File: src/rtl/sum_result_buffer.sv
// sum_result_buffer
//   Captures sums from the operand-adder stage into a small in-order FIFO and
//   re-issues them downstream over a valid/ready handshake. It also keeps a
//   running total of accepted sums, a sticky accumulator-wrap flag and a
//   sticky drop flag. The adder cannot be stalled, so a sum that arrives while
//   the FIFO is full with no pop is lost and flagged.
//
// Ports
//   clk        system clock, rising edge
//   rst        asynchronous active-high reset
//   in_valid   adder valid pulse
//   in_data    adder sum, W bits
//   out_valid  head entry available
//   out_ready  downstream accepts head entry
//   out_data   head entry, 0 when empty
//   count      occupied entries
//   acc        running sum of accepted inputs, modulo 2^ACC_W
//   acc_ovf    sticky, accumulator wrapped
//   drop_err   sticky, an input was lost on a full FIFO
//   clr_stats  synchronous clear of acc, acc_ovf, drop_err
module sum_result_buffer #(
    parameter int W     = 20,
    parameter int DEPTH = 4,
    parameter int ACC_W = 32
) (
    input  logic                       clk,
    input  logic                       rst,
    input  logic                       in_valid,
    input  logic [W-1:0]               in_data,
    output logic                       out_valid,
    input  logic                       out_ready,
    output logic [W-1:0]               out_data,
    output logic [$clog2(DEPTH+1)-1:0] count,
    output logic [ACC_W-1:0]           acc,
    output logic                       acc_ovf,
    output logic                       drop_err,
    input  logic                       clr_stats
);

    localparam int PW = $clog2(DEPTH);
    localparam int CW = $clog2(DEPTH+1);

    logic [W-1:0]     r_mem [DEPTH];
    logic [PW-1:0]    r_wr_ptr;
    logic [PW-1:0]    r_rd_ptr;
    logic [CW-1:0]    r_count;
    logic [ACC_W-1:0] r_acc;
    logic             r_acc_ovf;
    logic             r_drop_err;

    logic             w_empty;
    logic             w_full;
    logic             w_pop;
    logic             w_push;
    logic             w_drop;
    logic [ACC_W-1:0] w_acc_base;
    logic [ACC_W:0]   w_in_ext;
    logic [ACC_W:0]   w_sum;
    logic             w_ovf_base;

    assign w_empty = (r_count == '0);
    assign w_full  = (r_count == CW'(DEPTH));
    assign w_pop   = !w_empty && out_ready;
    // A pop in the same cycle frees the slot, so a full FIFO still accepts.
    assign w_push  = in_valid && (!w_full || w_pop);
    assign w_drop  = in_valid && !w_push;

    // Clear takes effect before the add so clr_stats+push leaves acc = in_data.
    assign w_acc_base = clr_stats ? '0 : r_acc;
    assign w_ovf_base = clr_stats ? 1'b0 : r_acc_ovf;
    assign w_in_ext   = {{(ACC_W+1-W){1'b0}}, in_data};
    assign w_sum      = {1'b0, w_acc_base} + w_in_ext;

    // Storage is not reset; out_data is gated by occupancy instead.
    always_ff @(posedge clk) begin
        if (w_push) begin
            r_mem[r_wr_ptr] <= in_data;
        end
    end

    always_ff @(posedge clk or posedge rst) begin
        if (rst) begin
            r_wr_ptr <= '0;
            r_rd_ptr <= '0;
            r_count  <= '0;
        end else begin
            if (w_push) begin
                r_wr_ptr <= r_wr_ptr + 1'b1;
            end
            if (w_pop) begin
                r_rd_ptr <= r_rd_ptr + 1'b1;
            end
            if (w_push && !w_pop) begin
                r_count <= r_count + 1'b1;
            end else if (w_pop && !w_push) begin
                r_count <= r_count - 1'b1;
            end
        end
    end

    always_ff @(posedge clk or posedge rst) begin
        if (rst) begin
            r_acc      <= '0;
            r_acc_ovf  <= 1'b0;
            r_drop_err <= 1'b0;
        end else begin
            if (w_push) begin
                r_acc     <= w_sum[ACC_W-1:0];
                r_acc_ovf <= w_ovf_base | w_sum[ACC_W];
            end else begin
                r_acc     <= w_acc_base;
                r_acc_ovf <= w_ovf_base;
            end
            r_drop_err <= w_drop | (clr_stats ? 1'b0 : r_drop_err);
        end
    end

    assign out_valid = !w_empty;
    assign out_data  = w_empty ? '0 : r_mem[r_rd_ptr];
    assign count     = r_count;
    assign acc       = r_acc;
    assign acc_ovf   = r_acc_ovf;
    assign drop_err  = r_drop_err;

endmodule

File: config.mk
export PLATFORM = sky130hd
export DESIGN_NAME = sum_result_buffer
export DESIGN_NICKNAME = d
export VERILOG_FILES = /design/src/rtl/sum_result_buffer.sv
export SDC_FILE = /design/constraint.sdc
export NUM_CORES = 1
export LEC_CHECK = 0
export CAP_MARGIN = 20
export CORE_MARGIN = 4
export CORE_UTILIZATION = 40
export DETAILED_ROUTE_END_ITERATION = 10
export PLACE_DENSITY = 0.74
export SETUP_SLACK_MARGIN = 0.2
export SYNTH_ARGS = -nofsm -noshare
export SYNTH_HDL_FRONTEND = slang
export SYNTH_SLANG_ARGS = --single-unit
export TNS_END_PERCENT = 50
File: constraint.sdc
create_clock -name clk -period 2.53 [get_ports clk]
set_input_delay 0.3795 -clock clk [delete_from_list [all_inputs] [get_ports clk]]
set_output_delay 0.3795 -clock clk [all_outputs]
set_load 0.02 [all_outputs]
==> flow_summary_export.csv, run 1 <==
group,metric,value,unit
placement,place_congestion,0.868,
setup_path,cp_cell_sequence,"nor2b_1, ha_1, nand2_2, o21ai_4, a21oi_2, o41a_1, o41ai_4, buf_4, nand4b_1, mux2_4",
clocking,clk_pin_slew,0.06,ns
floorplanning,start_util,0.413,
setup_path,rrSetupSlack,-0.13,ns
final_layout,multiInputGateArea,3020,sq um
power_and_ir_drop,p_per_area,1090,nW/um^2
global_routing,grt_max_degree,42,
final_layout,final_cell_mix,"buf_4, edfxtp_1, clkdlybuf4s50_1, dfrtp_1, buf_6",
global_routing,grt_pass1_wl,25200,microns
clocking,cts_tree,"built",
timing,fin_crit,2.66,ns
floorplanning,row_count,44,
detailed_routing,first_pass_iters,6,
final_layout,drive_gt1_frac,0.441,
final_layout,fin_util,0.636,
global_routing,grt_use_total,0.197,
clocking,cts-root-buf,"clkbuf_16",
timing,tns,-0.266,ns
clocking,cts_max_level,4,
clocking,insertion_delay,0.42,ns
setup_path,cp.arrival,2.95,ns
global_routing,grt_pass1_vias,4847,
setup_path,worst-setup-path-type,"register to register",
final_layout,antennaDiodeCount,0,
setup_path,crit_slowest_cell,"dfrtp_1",
power_and_ir_drop,peakVddDrop,0.500,mV
timing,finalSetupViolCount,3,
final_layout,stdcell_count,876,
run_status,status,"complete, but fails checks",
min_path,hold_path.class,"primary input to async pin",
global_routing,antenna_found_initial,0,
placement,dpl-instance-area,7910,sq um
setup_path,critPathMaxFanout,4,
floorplanning,dieArea,17100,sq um
timing,fin_crit_sh,1.05,
setup_path,crit_required,2.83,ns
setup_path,endpoint_kind,"register",
placement,hpwl,10600,microns
yosys,ys_warn_count,0,
final_layout,ff_latch_area,3430,sq um
final_layout,nFillCells,1048,
detailed_routing,drtIter0Drc,268,
timing,setup_ws,-0.127,ns
clocking,cts_hold_buf,0,
detailed_routing,drc_errors,0,
timing,max_slew_margin,0.621,
detailed_routing,vias,4637,
final_layout,final_net_count,732,
placement,portBuffers,82,
timing,skew,0.00840,ns
power_and_ir_drop,power_leakage,3.78,nW
yosys,ys_ff_latch,121,
floorplanning,ioPinCount,83,
global_routing,globalRouteOverflowTotal,0,
yosys,syn-num-nets,518,
yosys,ys.flop_type,"edfxtp_1",
setup_path,slowest_delay,0.39,ns
final_layout,final_common_cell,"buf_4",
final_layout,final_area,9320,sq um
floorplanning,die_height,131,microns
timing,hold_viol_final,0,
timing,slew_violations,0,
final_layout,area_growth,54.2,%
floorplanning,coreArea,14600,sq um
clocking,clkSinkCount,121,
detailed_routing,drt_wl_total,16900,microns
yosys,synth_cell_types,55,
yosys,ys_seq_area_frac,0.567,
detailed_routing,ant_nets,0,
yosys,syn_area_per_cell,13.0,sq um
clocking,cts_buffer_depth,2,
timing,max_freq,0.376,GHz
clocking,cts_buffers,17,
detailed_routing,viasPerCell,5.29,
floorplanning,dieWidth,131,microns
placement,dp.cells,810,
yosys,async_flop_share,0.339,
run_status,violations,"negative setup slack",
yosys,netlist_area,6040,sq um
yosys,synth_cells,466,
detailed_routing,wl_per_cell,19.3,microns
timing,tightest_slew,0.568,ns
flow_run,drv_cap,0,
yosys,synth-edff-count,80,
setup_path,crit_path_start_kind,"register",
timing,grt_setup_unrepaired,"true",
-- critical path, delay by kind of cell (launching register included) --
kind                       cells  cell delay, ns
and+or+nand+nor                3            0.39
DFF                            1            0.39
AOI/OAI and AO/OA              4            0.89
adders and majority gates      1            0.34
muxes                          1            0.33
buffers and inverters          1            0.19
-- path summary, 6_finish.rpt --
kind,from,endpoint,depth (start not counted)
min,rst,count[2]$_DFFE_PP0P_,3
min in group clk,in_data[1],r_mem[1][1]$_DFFE_PP_,1
max in group asynchronous,rst,count[1]$_DFFE_PP0P_,3
max reg2reg,acc[4]$_DFF_PP0_,acc[28]$_DFF_PP0_,10
min reg2reg,count[2]$_DFFE_PP0P_,count[2]$_DFFE_PP0P_,1
max,acc[4]$_DFF_PP0_,acc[28]$_DFF_PP0_,10
-- report_power, final --
group	internal, W	switching (W)
Clock	0.00135	0.000900
Sequential	0.00260	0.000211
Combinational	0.00272	0.00239
Total	0.00666	0.00350
-- routing by layer --
metal	up-vias	global-route usage	share of wire
met2	149	0.337	0.51
met5	-	0	0
met4	0	0.0774	0.030
li1	2152	-	-
met1	2302	0.238	0.41
met3	34	0.0524	0.046
-- metrics by stage --
stage               setup WS (ns)  total power [W]  hold WS (ns)
finish                     -0.127           0.0102         0.405
global placement           -0.801          0.00699         0.492
CTS                       -0.0227          0.00949         0.433
global route               -0.180           0.0107         0.461
floorplan                  -0.218          0.00518         0.478
detailed placement         -0.942          0.00710         0.494
-- cell usage after synthesis (2+ instances only) --
master	n	area share
fa_1	2	0.0066
buf_2	3	0.0025
nor2b_1	24	0.025
o31ai_1	3	0.0037
xor2_1	9	0.013
buf_1	2	0.0012
a21boi_0	2	0.0025
nor2_1	18	0.011
xnor2_1	20	0.029
mux2_2	11	0.020
edfxtp_1	80	0.40
ha_1	25	0.052
o211ai_1	3	0.0037
mux4_2	20	0.075
nand2_1	32	0.020
and2_1	22	0.023
a21oi_2	2	0.0029
o21bai_1	4	0.0050
a21o_1	5	0.0062
mux2_1	2	0.0037
inv_1	16	0.0099
a31oi_1	3	0.0031
nand2b_1	3	0.0031
nand4_1	7	0.0072
clkbuf_1	16	0.0099
nand3_1	7	0.0058
a21oi_1	25	0.021
and3_1	6	0.0062
nor3_1	4	0.0033
dfrtp_1	41	0.17
o21ai_0	21	0.017
or3_1	4	0.0041
o21a_1	2	0.0025
-- flip-flops by register name, indices dropped and copies added, names as in the netlist --
name      cells
r_wr_ptr      2
r_mem        80
acc_ovf       1
drop_err      1
count         3
r_rd_ptr      2
acc          32
-- logic make-up (layout without fill, tap and decap cells) --
| logic type | after synthesis | in the layout | synth area share |
|---|---|---|---|
| adders and majority gates | 27 | 27 | 0.0584 |
| and+or+nand+nor | 136 | 136 | 0.121 |
| buffers and inverters | 38 | 264 | 0.0242 |
| AOI/OAI and AO/OA | 81 | 81 | 0.0870 |
| muxes | 34 | 34 | 0.100 |
| xor gates and xnor gates | 29 | 29 | 0.0420 |
| DFF | 121 | 121 | 0.567 |
-- final cells by class --
cell class / instances / area share
inverter: 17 / 0.00819
multi-input combinational: 307 / 0.324
tap: 184 / 0.0247
timing repair buffer: 216 / 0.216
clock inverter: 14 / 0.0133
sequential: 121 / 0.368
clock buffer: 17 / 0.0456
-- repair_timing --
| action | 4_1_cts | 5_1_grt |
|---|---|---|
| buffers inserted | 19 | 13 |
| cloned | 3 | 0 |
| resized for setup | 131 | 106 |
| pin swaps | 29 | 32 |
| endpoints found under the hold margin | 0 | 0 |
| setup endpoints to repair | 47 | 39 |
Power figures use the tool's default switching activity.
==> inputs of run 2 (changes only) <==
Settings changed: GPL_ROUTABILITY_DRIVEN set to 1, SLEW_MARGIN set to 0.
==> results of run 2 <==
The final DEF is identical to that of run 1; final timing and power are the same.
